--- config.mk ---
export PLATFORM = sky130hd
export DESIGN_NAME = ecc_mem_ctrl
export DESIGN_NICKNAME = d
export VERILOG_FILES = /design/src/rtl/ecc_pkg.sv /design/src/rtl/ecc_secded.sv /design/src/rtl/ecc_mem_ctrl.sv
export SDC_FILE = /design/constraint.sdc
export NUM_CORES = 1
export LEC_CHECK = 0
export ABC_AREA = 1
export CORE_ASPECT_RATIO = 0.8
export CORE_MARGIN = 2
export CORE_UTILIZATION = 45
export DETAILED_ROUTE_END_ITERATION = 16
export GPL_TIMING_DRIVEN = 1
export PLACE_DENSITY = 0.74
export SLEW_MARGIN = 15
export SYNTH_ARGS = -nofsm -noshare
export SYNTH_HDL_FRONTEND = slang
export SYNTH_SLANG_ARGS = --single-unit
--- constraint.sdc ---
create_clock -name clk -period 6.3 [get_ports clk]
set_clock_uncertainty 0.15 [all_clocks]
set_input_delay 0.63 -clock clk [delete_from_list [all_inputs] [get_ports clk]]
set_output_delay 0.63 -clock clk [all_outputs]
set_load 0.03 [all_outputs]
--- src/rtl/ecc_pkg.sv ---
// Shared constants and types for the SECDED memory controller.
// Widths, check-bit positions and controller state encoding.
package ecc_pkg;

    localparam int AW   = 32;
    localparam int DW   = 32;
    localparam int CW   = 39;
    localparam int CNTW = 16;
    localparam int NCHK = 6;

    localparam int CHK_POS [NCHK] = '{1, 2, 4, 8, 16, 32};

    typedef enum logic [2:0] {
        IDLE,
        WRITE,
        READ,
        SCRUB,
        RESP
    } state_t;

endpackage

--- src/rtl/ecc_secded.sv ---
// Combinational Hamming SECDED (39,32) encoder and decoder.
// Codeword bit i carries Hamming position i+1; bit 38 is overall parity.
module ecc_secded
    import ecc_pkg::*;
(
    input  logic [DW-1:0] enc_data,
    output logic [CW-1:0] enc_cw,
    input  logic [CW-1:0] dec_cw,
    output logic [DW-1:0] dec_data,
    output logic [DW-1:0] raw_data,
    output logic [CW-1:0] corr_cw,
    output logic          single_err,
    output logic          multi_err
);

    function automatic logic is_chk(input int p);
        return (p & (p - 1)) == 0;
    endfunction

    function automatic logic [CW-1:0] insert(input logic [DW-1:0] d);
        logic [CW-1:0] w;
        int k;
        w = '0;
        k = 0;
        for (int p = 1; p < CW; p++) begin
            if (!is_chk(p)) begin
                w[p-1] = d[k];
                k++;
            end
        end
        return w;
    endfunction

    function automatic logic [DW-1:0] extract(input logic [CW-1:0] w);
        logic [DW-1:0] d;
        int k;
        d = '0;
        k = 0;
        for (int p = 1; p < CW; p++) begin
            if (!is_chk(p)) begin
                d[k] = w[p-1];
                k++;
            end
        end
        return d;
    endfunction

    // Syndrome is the XOR of the positions of all set bits 1..38.
    function automatic logic [NCHK-1:0] syn(input logic [CW-1:0] w);
        logic [NCHK-1:0] s;
        s = '0;
        for (int p = 1; p < CW; p++) begin
            if (w[p-1]) s = s ^ NCHK'(p);
        end
        return s;
    endfunction

    logic [CW-1:0]   ew;
    logic [NCHK-1:0] es;
    logic [NCHK-1:0] ds;
    logic            dp;

    always_comb begin
        ew = insert(enc_data);
        es = syn(ew);
        for (int c = 0; c < NCHK; c++) begin
            ew[CHK_POS[c]-1] = es[c];
        end
        ew[CW-1] = ^ew[CW-2:0];
        enc_cw = ew;
    end

    always_comb begin
        ds         = syn(dec_cw);
        dp         = ^dec_cw;
        corr_cw    = dec_cw;
        single_err = 1'b0;
        multi_err  = 1'b0;
        if (dp) begin
            if (ds <= NCHK'(CW - 1)) begin
                single_err = 1'b1;
                if (ds == '0) corr_cw[CW-1] = ~dec_cw[CW-1];
                for (int q = 1; q < CW; q++) begin
                    if (NCHK'(q) == ds) corr_cw[q-1] = ~dec_cw[q-1];
                end
            end else begin
                multi_err = 1'b1;
            end
        end else if (ds != '0) begin
            multi_err = 1'b1;
        end
        dec_data = extract(corr_cw);
        raw_data = extract(dec_cw);
    end

endmodule

--- src/rtl/ecc_mem_ctrl.sv ---
// Load/store controller that protects data memory with SECDED,
// scrubs corrected words back and keeps error statistics.
module ecc_mem_ctrl
    import ecc_pkg::*;
(
    input  logic            clk,
    input  logic            rst_in,
    input  logic            req_valid,
    output logic            req_ready,
    input  logic            req_we,
    input  logic [AW-1:0]   req_addr,
    input  logic [DW-1:0]   req_wdata,
    output logic            rsp_valid,
    input  logic            rsp_ready,
    output logic [DW-1:0]   rsp_rdata,
    output logic            rsp_err,
    output logic            mem_we,
    output logic [AW-1:0]   mem_addr,
    output logic [CW-1:0]   mem_wd,
    input  logic [CW-1:0]   mem_rd,
    output logic [CNTW-1:0] ce_count,
    output logic [CNTW-1:0] ue_count,
    output logic [AW-1:0]   err_addr
);

    state_t state, state_n;

    logic [CW-1:0] enc_cw;
    logic [DW-1:0] dec_data;
    logic [DW-1:0] raw_data;
    logic [CW-1:0] corr_cw;
    logic          single_err;
    logic          multi_err;

    ecc_secded u_secded (
        .enc_data   (req_wdata),
        .enc_cw     (enc_cw),
        .dec_cw     (mem_rd),
        .dec_data   (dec_data),
        .raw_data   (raw_data),
        .corr_cw    (corr_cw),
        .single_err (single_err),
        .multi_err  (multi_err)
    );

    always_ff @(posedge clk or negedge rst_in) begin
        if (!rst_in) state <= IDLE;
        else         state <= state_n;
    end

    always_comb begin
        state_n = state;
        unique case (state)
            IDLE:  if (req_valid) state_n = req_we ? WRITE : READ;
            WRITE: state_n = IDLE;
            READ:  state_n = single_err ? SCRUB : RESP;
            SCRUB: state_n = RESP;
            RESP:  if (rsp_ready) state_n = IDLE;
            default: state_n = IDLE;
        endcase
    end

    // req_ready is gated by reset so it reads 0 while reset is held.
    assign req_ready = rst_in && (state == IDLE);
    assign rsp_valid = (state == RESP);
    assign mem_we    = (state == WRITE) || (state == SCRUB);

    always_ff @(posedge clk or negedge rst_in) begin
        if (!rst_in) begin
            mem_addr  <= '0;
            mem_wd    <= '0;
            rsp_rdata <= '0;
            rsp_err   <= 1'b0;
            ce_count  <= '0;
            ue_count  <= '0;
            err_addr  <= '0;
        end else begin
            if (state == IDLE && req_valid) begin
                mem_addr <= req_addr;
                if (req_we) mem_wd <= enc_cw;
            end
            if (state == READ) begin
                rsp_rdata <= multi_err ? raw_data : dec_data;
                rsp_err   <= multi_err;
                mem_wd    <= corr_cw;
                if (single_err) begin
                    if (ce_count != '1) ce_count <= ce_count + 1'b1;
                    err_addr <= mem_addr;
                end
                if (multi_err) begin
                    if (ue_count != '1) ue_count <= ue_count + 1'b1;
                    err_addr <= mem_addr;
                end
            end
        end
    end

endmodule

Yosys cells after proc, flatten, opt, wreduce, memory -nomap -nowiden
Cells that the tools add are included.
- register bits: 171
- latch bits: 0
- memory bits (writable): 0
- bits in read-only memories: 0
- bits of input ports: 108
- output and inout port bits: 171
- logic and storage cells: 307
- memories kept: 0
- add/subtract/negate cells: 2
- multipliers: 0
- divide/modulo/power cells: 0
- order comparisons: 1
- equal/unequal tests: 46
- shifts and indexed selects: 0
- multiplexer cells: 127
- bitwise logic cells: 107
- reductions and logical operators: 16
- operators by type and width (operator ; count):
    39-bit 2-to-1 mux ; 5
    5-bit 2-to-1 mux ; 31
    5-bit by 6-bit == test with 1-bit output, first input constant ; 16
    32-bit 2-to-1 mux ; 3
    6-bit 2-to-1 mux ; 13
    3-bit NOT ; 26
    4-bit 2-to-1 mux ; 15
    2-bit NOT ; 25
    4-bit by 6-bit == test with 1-bit output, first input constant ; 8
    1-bit 2-to-1 mux ; 45
    6-bit == test, first input constant ; 7
    4-bit NOT ; 10
    1-bit NOT ; 39
    39-bit parity ; 1
    38-bit parity ; 1
    16-bit by 1-bit adder with 16-bit output, second input constant ; 2
    16-bit inequality test, second input constant ; 2
    3-bit 2-to-1 mux ; 10
    3-bit by 6-bit == test with 1-bit output, first input constant ; 4
    2-bit by 6-bit == test with 1-bit output, first input constant ; 2
    3-bit case mux with 4 select lines ; 1
    5-bit NOT ; 2
    2-bit 2-to-1 mux ; 4
    1-bit by 6-bit == test with 1-bit output, first input constant ; 1
    other kinds (15) ; 26

Logic depth before layout (Yosys ltp)
Gate-level depths: netlist of the first run.
- word-level depth: 75
- gate-level depth with buffers: 24
- depth with buffers taken out: 23

Hierarchy
From an unflattened synthesis of the first run, not the netlist that was laid out.
- cells, all modules: 2193
- area, all modules: 13591.8 um^2
- modules (own cells, without submodules) (module ; instances ; cells an instance ; area each (um^2) ; seq. area each (um^2)):
    ecc_mem_ctrl ; 1 ; 1060 ; 8194.1 ; 4279.1
    ecc_secded ; 1 ; 1133 ; 5397.7 ; 0.0

Worst setup path after synthesis of the first run
Ideal clock, no wire load.
- kind: input to register
- start: input mem_rd[12]
- end: register ue_count[10]
- library setup time: 119 ps
- arrival: 2398 ps
- required time: 6031 ps
- setup slack: 3633 ps
- stages on the path: 18
- path buffers: 3
- path through: buf_4 -> xnor2_1 -> nand2_1 -> nand2_1 -> nand2_1 -> nand2_2 -> xor2_2 -> nand2_1 -> nand2_4 -> nand2_4 -> nor2_4 -> nand2_2 -> nand2_4 -> nand2_4 -> buf_8 -> buf_8 -> nand4_1 -> nand2_1
- cells in the longest elaborated chain, start to end: 43
- elaborated cells on any way between the ends: 54
- those cells by class: order compare: 1; mux: 29; bitwise: 21; reduce/logical: 3
- RTL lines (what ; line ; RTL):
    from (decl) ; ecc_mem_ctrl.sv:20 ; input logic [CW-1:0] mem_rd,
    4-bit 2-to-1 mux ; ecc_secded.sv:53 ; if (w[p-1]) s = s ^ NCHK'(p);
    3-bit NOT (no line) ; -- ;
    4-bit 2-to-1 mux ; ecc_secded.sv:53 ;
    4-bit NOT (no line) ; -- ;
    4-bit 2-to-1 mux ; ecc_secded.sv:53 ;
    5-bit 2-to-1 mux (4 in series) ; ecc_secded.sv:53 ;
    2-bit NOT (no line) ; -- ;
    5-bit 2-to-1 mux ; ecc_secded.sv:53 ;
    (+24 left out) ; -- ;
    3-bit NOT (no line) ; -- ;
    6-bit 2-to-1 mux ; ecc_secded.sv:53 ;
    3-bit NOT (no line) ; -- ;
    6-bit 2-to-1 mux ; ecc_secded.sv:53 ;
    6-bit <= comparator or 6-bit nonzero test (tied branches) ; ecc_secded.sv:80, ecc_secded.sv:89 ;
    1-bit 2-to-1 mux, on equally long branches ; ecc_secded.sv:80, ecc_secded.sv:89 ;
    1-bit 2-to-1 mux * ; ecc_secded.sv:79 ; if (dp) begin
    3-bit AND reduction (no line) * ; -- ;
    to (signal assigned) ; ecc_mem_ctrl.sv:91 ; if (ue_count != '1) ue_count <= ue_count + 1'b1;
    to (decl) ; ecc_mem_ctrl.sv:22 ; output logic [CNTW-1:0] ue_count,
Every way passes the cells marked *; elsewhere a longest branch is shown, timed or not.
A chain may end at the register's enable or synchronous reset.

Final worst setup path of the first run
- start: input mem_rd[14]
- end: register ue_count[14]
- cells in the longest elaborated chain, start to end: 39
- elaborated cells on any way between the ends: 52
- those cells by class: order compare: 1; mux: 27; bitwise: 21; reduce/logical: 3
- RTL lines (what ; line):
    4-bit 2-to-1 mux ; ecc_secded.sv:53
    5-bit 2-to-1 mux ; ecc_secded.sv:53
    2-bit NOT (no line) or 5-bit 2-to-1 mux (tied branches) ; --
    5-bit 2-to-1 mux or 2-bit NOT (tied branches) ; --
    5-bit 2-to-1 mux ; ecc_secded.sv:53
    3-bit NOT (no line) or 2-bit NOT (tied branches) ; --
    5-bit 2-to-1 mux ; ecc_secded.sv:53
    5-bit 2-to-1 mux or 3-bit NOT (tied branches) ; --
    (+23 left out) ; --
    6-bit 2-to-1 mux or 3-bit NOT (tied branches) ; --
    3-bit NOT (no line) or 6-bit 2-to-1 mux (tied branches) ; --
    6-bit 2-to-1 mux or 3-bit NOT (tied branches) ; --
    6-bit 2-to-1 mux ; ecc_secded.sv:53
    6-bit <= comparator or 6-bit nonzero test (tied branches) ; ecc_secded.sv:80, ecc_secded.sv:89
    1-bit 2-to-1 mux, on equally long branches ; ecc_secded.sv:80, ecc_secded.sv:89
    1-bit 2-to-1 mux * ; ecc_secded.sv:79
    3-bit AND reduction (no line) * ; --
Marks and branches as above.

==> results of run 1 <==
[worst min-delay path by stage]
stage	startpoint	end
floorplan	rst_in	ce_count[0]
global placement	err_addr[29]	err_addr[29]
detailed placement	err_addr[0]	err_addr[0]
CTS	rst_in	ue_count[2]
global route	rst_in	ue_count[2]
finish	rst_in	ue_count[2]
[synth_stat cells, types with 6 or more instances]
cell / count / area share
sky130_fd_sc_hd__o211ai_1: 27 / 0.018
sky130_fd_sc_hd__buf_4: 9 / 0.0060
sky130_fd_sc_hd__o21bai_1: 6 / 0.0040
sky130_fd_sc_hd__buf_6: 7 / 0.0071
sky130_fd_sc_hd__dfrtp_1: 171 / 0.38
sky130_fd_sc_hd__nor2_1: 61 / 0.020
sky130_fd_sc_hd__a21oi_1: 8 / 0.0036
sky130_fd_sc_hd__nand2_2: 10 / 0.0056
sky130_fd_sc_hd__o21ai_0: 41 / 0.018
sky130_fd_sc_hd__inv_2: 20 / 0.0067
sky130_fd_sc_hd__buf_2: 9 / 0.0040
sky130_fd_sc_hd__inv_1: 143 / 0.048
sky130_fd_sc_hd__nand2_1: 848 / 0.28
sky130_fd_sc_hd__clkbuf_1: 21 / 0.0071
sky130_fd_sc_hd__xnor2_1: 41 / 0.032
sky130_fd_sc_hd__nand4_1: 35 / 0.020
sky130_fd_sc_hd__nand3_1: 123 / 0.055
sky130_fd_sc_hd__xor2_1: 51 / 0.040
[area by class of cell]
| type | count | area, um2 | area share |
|---|---|---|---|
| Clock inverter | 11 | 156 | 0.0106 |
| Tap cell | 318 | 398 | 0.0270 |
| Timing Repair Buffer | 285 | 2840 | 0.193 |
| Clock buffer | 21 | 460 | 0.0313 |
| Sequential cell | 171 | 4280 | 0.291 |
| Multi-Input combinational cell | 1287 | 5970 | 0.406 |
| Inverter | 164 | 616 | 0.0418 |
[registers in the layout, indices dropped and copies added (netlist names)]
| name | flops |
|---|---|
| mem_wd | 39 |
| err_addr | 32 |
| mem_addr | 32 |
| rsp_rdata | 32 |
| ce_count | 16 |
| ue_count | 16 |
| state | 3 |
| rsp_err | 1 |
[routing by layer]
layer  wire length (um)  vias to the layer above
met5                  0                        -
met4                895                        0
met3               2690                       55
met2              17000                      415
met1              18000                     5386
li1                   -                     5700
[stage by stage]
| stage | power [W] | worst slack [ns] | cells |
|---|---|---|---|
| 2_1_floorplan | 0.00391 | 3.63 | 1675 |
| 3_5_place_dp | 0.00533 | 1.80 | 2225 |
| 3_3_place_gp | 0.00530 | 1.77 | 2225 |
| 6_report | 0.00645 | 2.21 | 2257 |
| 4_1_cts | 0.00647 | 2.26 | 2257 |
| 5_1_grt | 0.00681 | 1.98 | 2257 |
[power breakdown]
part           switching (W)  internal, W  total, W
sequential          0.000310      0.00154   0.00185
combinational        0.00224      0.00124   0.00348
clock               0.000470     0.000652   0.00112
[logic make-up after synthesis]
logic type,synth area share
AND/OR/NAND/NOR,0.408
buffers and inverters,0.0837
flip-flops,0.383
XOR/XNOR,0.0760
AO/OA/AOI/OAI,0.0477
adder cells (fa/ha/maj),0.00224
==> results.md, run 1 <==
Placed design:
- The count of port buffers added during placement is 278.
- The weighted congestion at the end of routability-driven global placement is 1.00.
- Summing all placed instances gives a cell area of 14,100 um2.
- The detailed-placement wirelength estimate is 30,000 um.

Drt:
- After detailed routing, the number of remaining DRC violations is 0.
- After detailed routing, the average wire length per cell comes to 17.1 um.
- Using the TritonRoute via totals, the vias-per-cell ratio works out to 5.12.
- The number of search-and-repair iterations in the first detailed-routing pass is 6.
- The detailed-route via count is 11,556.
- The total detailed-routing wirelength is 38,600 um.
- Once detail routing completed, the nets flagged for antenna violations numbered 0.
- The number of DRC markers in iteration 0 is 1,182.

CTS:
- The clock latency reported for the late side of the worst-skew pair is 0.43 ns.
- The tree built by TritonCTS fans out to 171 sinks.
- In this run the number of H-tree levels came out at 4.
- The number of buffers on the longest clock path is 2.
- The tree is rooted in a sky130_fd_sc_hd__clkbuf_16.
- Buffers added to address setup during post-CTS repair amount to 0.
- The CTS clock-pin slew for the worst setup and hold paths is 0.07 ns.
- The clock tree from TritonCTS is done.
- In this run, CTS created clock tree buffers numbering 17.
- The hold buffer count at cts is 0.
- The number of cells upsized or downsized after cts is 0.

GRT:
- After global routing the overflow that remains totals 0.
- The met1 global-route usage is 0.421.
- The highest-utilization routing layer at the global route stage is met2.
- For met3 alone, demand over resource in global routing was 0.0617.
- The initial antenna violation count came to 0.
- The met2 capacity usage during global routing is 0.452.
- The number of global-route vias before repair was 10,839.
- The first-pass GRT wire length is 60,700 um.
- In the global route stage, overall resource usage came out at 0.295.
- Entering global routing, the biggest net connects 85 pins.

Worst setup path:
- For the worst setup path, the data required time is 6.47 ns.
- The critical path endpoint is ue_count[14].
- The number of cells traversed by the worst register-to-register path is 9.
- The signal on the critical path passes through clkdlybuf4s50_1 > xnor2_1 > nand3b_1 > nand2_1 > xnor2_1 > nand2_1 > nand2_4 > nor2_4 > nand2_2 > nor2_2 > a21oi_4 > buf_4 > nand3_4 > nand2_1 > nand2_1.
- The start of the worst register-to-register path is ue_count[0].
- The origin of the worst setup path is mem_rd[14].
- On the critical path, the stage with the largest delay is an instance of sky130_fd_sc_hd__clkdlybuf4s50_1.
- The kind of end point of the critical path is a flop.
- The startpoint type of the worst setup path is a primary input.
- On the worst path, the slowest cell contributes a delay of 0.69 ns.
- The critical path depth is 15.
- The endpoint identified for the worst register-to-register timing path is ue_count[14].
- By instance count, the cell type seen most on the critical path is sky130_fd_sc_hd__nand2_1.
- Along the worst path, the maximum fanout reaches 34.
- The start-to-end type of the worst setup path is in -> reg.
- The family of cells with the greatest summed delay on the critical path is simple AND/OR/NAND/NOR gates.
- Counting both buffers and inverters, the worst setup path holds a total of 2.
- At the worst endpoint, the arrival time is 4.26 ns.
- For flop-to-flop paths, the worst setup slack is 3.27 ns.

STA:
- Derived from the worst setup path, the maximum achievable clock frequency is 244 MHz.
- The worst-margin pin slew is 1.03 ns.
- The worst hold margin is 0.0615 ns.
- The final setup violation count is 0.
- The relative max-transition margin is 0.309.
- Dividing the final minimum period by the clock period gives 0.650.
- Setup total negative slack on the finished layout was measured at 0 ns.
- Setup repair after global routing left no endpoint under its margin.
- The minimum period implied by the final worst setup slack is 4.09 ns.
- The number of hold violations in the final report is 0.
- The number of max-slew violations in the final report was 0.

Power and ir drop:
- Dividing total power by cell area gives a power density of 438 nW/um2.
- The static leakage is 7.59 nW.
- IR analysis of the VDD net gives a maximum drop of 0.281 mV.

Final layout:
- The final antenna diode count is 0.
- The number of nets in the finished design is 2,036.
- Leaving out fill and tap cells, the most frequent cell in the layout is sky130_fd_sc_hd__nand2_1.
- Leaving out fill and tap cells, the most frequent cells in the layout are 848 x sky130_fd_sc_hd__nand2_1, 277 x sky130_fd_sc_hd__clkdlybuf4s50_1, 171 x sky130_fd_sc_hd__dfrtp_1, 143 x sky130_fd_sc_hd__inv_1, 123 x sky130_fd_sc_hd__nand3_1.
- The number of filler cells placed in the layout is 2,262.
- Relative to the synthesized area, the layout overhead comes to 31.6%.
- Summing all non-filler instances in the final layout gives an area of 14,700 um2.
- The utilization after layout is 0.604.
- The proportion of layout cells with a drive suffix above 1 is 0.0449.

Floorplan:
- Measured along the x axis, the die boundary spans 180 um.
- The number of placement rows is 51.
- The die height is 145 um.
- In this run the count of I/O pins placed on the die edge is 279.
- The die covers 26,100 um2.
- The effective utilization at floorplan is 0.459.
- In this run the standard cell core region covers 24,400 um2.

Yosys:
- The average footprint of a synthesized cell is 6.68 um2.
- Counting every net in the synthesized netlist gives 1,785.
- For this run, the number of Yosys warnings is 0.
- For this run, the leading register cell type out of synthesis is sky130_fd_sc_hd__dfrtp_1.
- The fraction of registers with async set or reset after synthesis is 1.00.
- The netlist uses 40 different library cells.
- The number of enable flip-flop cells after synthesis is 0.
- For this run, the register share of the synthesized area comes to 0.383.
- After technology mapping, the gate count stands at 1,675.
- The cell area after synthesis is 11,200 um2.
- The synthesized design contains 171 register bits.

Flow run:
- The number of max-cap violations is 0.

Run status:
- The flow ran to the end, and the final reports show no timing, DRC or antenna violations.

Hold path:
- The tightest min-delay check is of the in -> async type.
(Power assumes the default switching activity.)
==> inputs of run 2 (changes only) <==
--- a/config.mk
+++ b/config.mk
@@ -11,7 +11,7 @@
 export CORE_UTILIZATION = 45
 export DETAILED_ROUTE_END_ITERATION = 16
 export GPL_TIMING_DRIVEN = 1
-export PLACE_DENSITY = 0.74
+export PLACE_DENSITY = 0.77
 export SLEW_MARGIN = 15
 export SYNTH_ARGS = -nofsm -noshare
 export SYNTH_HDL_FRONTEND = slang
==> constraint.sdc (replaced) <==
create_clock -name clk -period 3.4 [get_ports clk]
set_clock_uncertainty 0.15 [all_clocks]
set_input_delay 0.34 -clock clk [delete_from_list [all_inputs] [get_ports clk]]
set_output_delay 0.34 -clock clk [all_outputs]
set_load 0.03 [all_outputs]
==> results.md, run 2 (synthesis gave the netlist of run 1 again) <==
CTS:
- Buffers inserted to repair hold after CTS numbered 1.
- The clock passes through at most 2 buffers.
- The number of clock sinks is 171.
- The clock tree from TritonCTS is done.
- After clock tree synthesis, the clock-pin slew on the worst setup and hold paths is 0.06 ns.
- Clock latency on the worst-skew pair, taken at its later pin, is 0.44 ns.
- The tree is rooted in a sky130_fd_sc_hd__clkbuf_16.
- The number of buffers added for setup after CTS is 0.
- The number of clock buffers inserted by TritonCTS is 17.
- The level count of the clock H-tree is 4.
- The number of gates resized after CTS was 0.

STA:
- The number of max-slew violations in the final report is 0.
- In the post-route analysis, the smallest setup slack over all paths is 0.155 ns.
- Based on the critical path, the design can be clocked at up to 308 MHz.
- Setup repair after global routing left no endpoint under its margin.
- For the pin with the worst max-slew slack, the measured transition is 1.04 ns.
- The share of the cycle needed by the critical path after routing is 0.954.
- Setup violations remaining at the end of the flow were counted as 0.
- The minimum period implied by the final worst setup slack is 3.25 ns.
- Measured against its own limit, the worst slew margin works out to 0.307.
- The number of hold violations in the final report was 0.
- The worst hold margin is 0.246 ns.

Worst setup path:
- For the worst flop-to-flop path, the logic depth is 9.
- Setup slack on the worst reg-to-reg path comes out at 0.78 ns.
- The largest individual stage delay along the critical path comes from the cell sky130_fd_sc_hd__clkdlybuf4s50_1.
- Counting stages on the worst path, the most repeated cell is sky130_fd_sc_hd__nand2_1.
- The endpoint identified for the worst register-to-register timing path is ue_count[2].
- In this design, the stage delay of the slowest critical-path cell is 0.48 ns.
- Counting both buffers and inverters, the worst setup path holds a total of 5.
- For the worst setup path, the data required time is 3.58 ns.
- The startpoint identified for the worst register-to-register timing path is ue_count[0].
- STA classifies the critical path endpoint as a flop.
- Of all nets on the critical path, the largest fanout is 3.
- The family of cells with the greatest summed delay on the critical path is simple AND/OR/NAND/NOR gates.
- The startpoint type of the worst setup path is a primary input.
- The critical path is of the in -> reg type.
- Traced cell by cell, the critical path runs through clkdlybuf4s50_1 > buf_4 > xnor2_1 > nand3b_1 > nand2_1 > inv_1 > nand3_1 > nand2_1 > nand2_1 > nand2_2 > inv_1 > nor2_1 > buf_4 > nand2_1 > o21ai_0 > nand3_1 > o211ai_1.
- The arrival time reported for the critical path endpoint is 3.43 ns.

Power and ir drop:
- The share of power burned in combinational logic is 0.556.
- The relative contribution of the clock network to total power is 0.159.
- The worst-case vdd ir drop is 0.612 mV.
- The static leakage is 7.78 nW.
- In this run the power density over the cells is 803 nW/um2.
- Of the total power, the share spent switching nets is 0.474.
- Internal power comes to 0.00635 W.
- After layout, the design draws a total of 0.0121 W.
- The net switching power is 0.00571 W.
- The share of total power dissipated in sequential elements is 0.285.

Floorplan:
- The number of placement rows is 51.
- The die is 180 um wide.
- The top-level port count is 279.
- The floorplan step set the die height to 145 um.
- The initial utilization of the core area, before any placement, comes to 0.459.
- The die outline area is 26,100 um2.
- The region available for standard cell placement spans 24,400 um2.

Drt:
- For this run, design rule violations remaining after detail routing come to 0.
- The first detailed-routing pass took 6 iterations.
- The first routing iteration left 1,099 violations.
- After detailed routing, the number of vias per cell comes to 5.18.
- The routed design has 39,400 um of wire.
- The met2 layer wire length in the routed design is 17,200 um.
- The final routed wire length divided by cell count is 17.1 um.
- The number of nets still failing antenna checks after routing is 0.
- The highest metal layer with signal wires is met4.
- Summing over every cut layer, the via total after detailed routing is 11,899.
- After detailed routing, the met3 layer carries 3360 um of wire.
- The wire length on met1 is 17,900 um.

GRT:
- The first-pass GRT wire length is 61,700 um.
- In the global route stage, overall resource usage came out at 0.299.
- The number of global-route vias before repair was 11,206.
- The initial antenna violation count is 0.
- The total grt overflow is 0.
- Entering global routing, the biggest net connects 134 pins.

Final layout:
- The library cell used most frequently in the layout, excluding fill and tap cells, is sky130_fd_sc_hd__nand2_1.
- Counting the fill cells in the layout gives 2,222.
- The register with the most flip-flops in the layout has 39 of them.
- Summing all non-filler instances in the final layout gives an area of 15,000 um2.
- The post-layout instance count excluding filler cells is 2,296.
- In the layout the commonest cells are 847 x sky130_fd_sc_hd__nand2_1, 277 x sky130_fd_sc_hd__clkdlybuf4s50_1, 171 x sky130_fd_sc_hd__dfrtp_1, 143 x sky130_fd_sc_hd__inv_1, 123 x sky130_fd_sc_hd__nand3_1.
- The synthesis-to-finish area growth is 34.3%.
- 0 antenna diodes ended up in the layout.
- In the final layout, the share of cells above drive strength 1 is 0.0642.
- The final layout contains 2,075 nets.
- The register with the most flip-flops is mem_wd.

Flow run:
- The number of max-cap violations is 0.

Placed design:
- The detailed-placement wirelength estimate is 30,700 um.
- The weighted congestion at the end of routability-driven global placement is 0.956.
- The count of port buffers added during placement is 278.
- The worst slack at placement is -0.186 ns.
- The post-detailed-placement cell area is 14,400 um2.
- Counting tap cells, the placed design contains a total of 2,263 instances.

Hold path:
- The tightest min-delay check is of the in -> async type.

Run status:
- The run finished with clean final reports.
run 2: worst max-delay path by stage:
stage              endpoint  cells after the start        start
2_1_floorplan  ce_count[10]                     14  ce_count[0]
3_3_place_gp     mem_wd[25]                     17   mem_rd[30]
3_5_place_dp     mem_wd[17]                     17   mem_rd[10]
4_1_cts          mem_wd[25]                     17   mem_rd[10]
5_1_grt          mem_wd[25]                     17   mem_rd[10]
6_report         mem_wd[25]                     17   mem_rd[10]
run 2: layout make-up:
class | count | area, um2 | share of cell area
Multi-Input combinational cell | 1287 | 5970 | 0.398
Clock inverter | 14 | 134 | 0.00891
Clock buffer | 18 | 429 | 0.0286
Sequential cell | 171 | 4280 | 0.285
Inverter | 164 | 616 | 0.0410
Tap cell | 318 | 398 | 0.0265
Timing Repair Buffer | 324 | 3190 | 0.213
run 2: power groups by stage:
stage	sequential [W]	combinational [W]	clock [W]
6_report	0.00344	0.00670	0.00192
5_1_grt	0.00353	0.00715	0.00204
2_1_floorplan	0.00490	0.00234	0
3_5_place_dp	0.00345	0.00666	0
3_3_place_gp	0.00344	0.00656	0
4_1_cts	0.00343	0.00669	0.00195
run 2: metal layers:
metal  up-vias  track usage
met5         -            0
met4         0       0.0859
met3        59       0.0612
met2       514        0.452
met1      5547        0.434
li1       5779            -
run 2: through the flow:
stage,util,TNS (ns)
2_1_floorplan,-,0
3_3_place_gp,0.593,-1.31
3_5_place_dp,0.593,-1.25
4_1_cts,0.616,0
5_1_grt,0.616,0
6_report,0.616,0
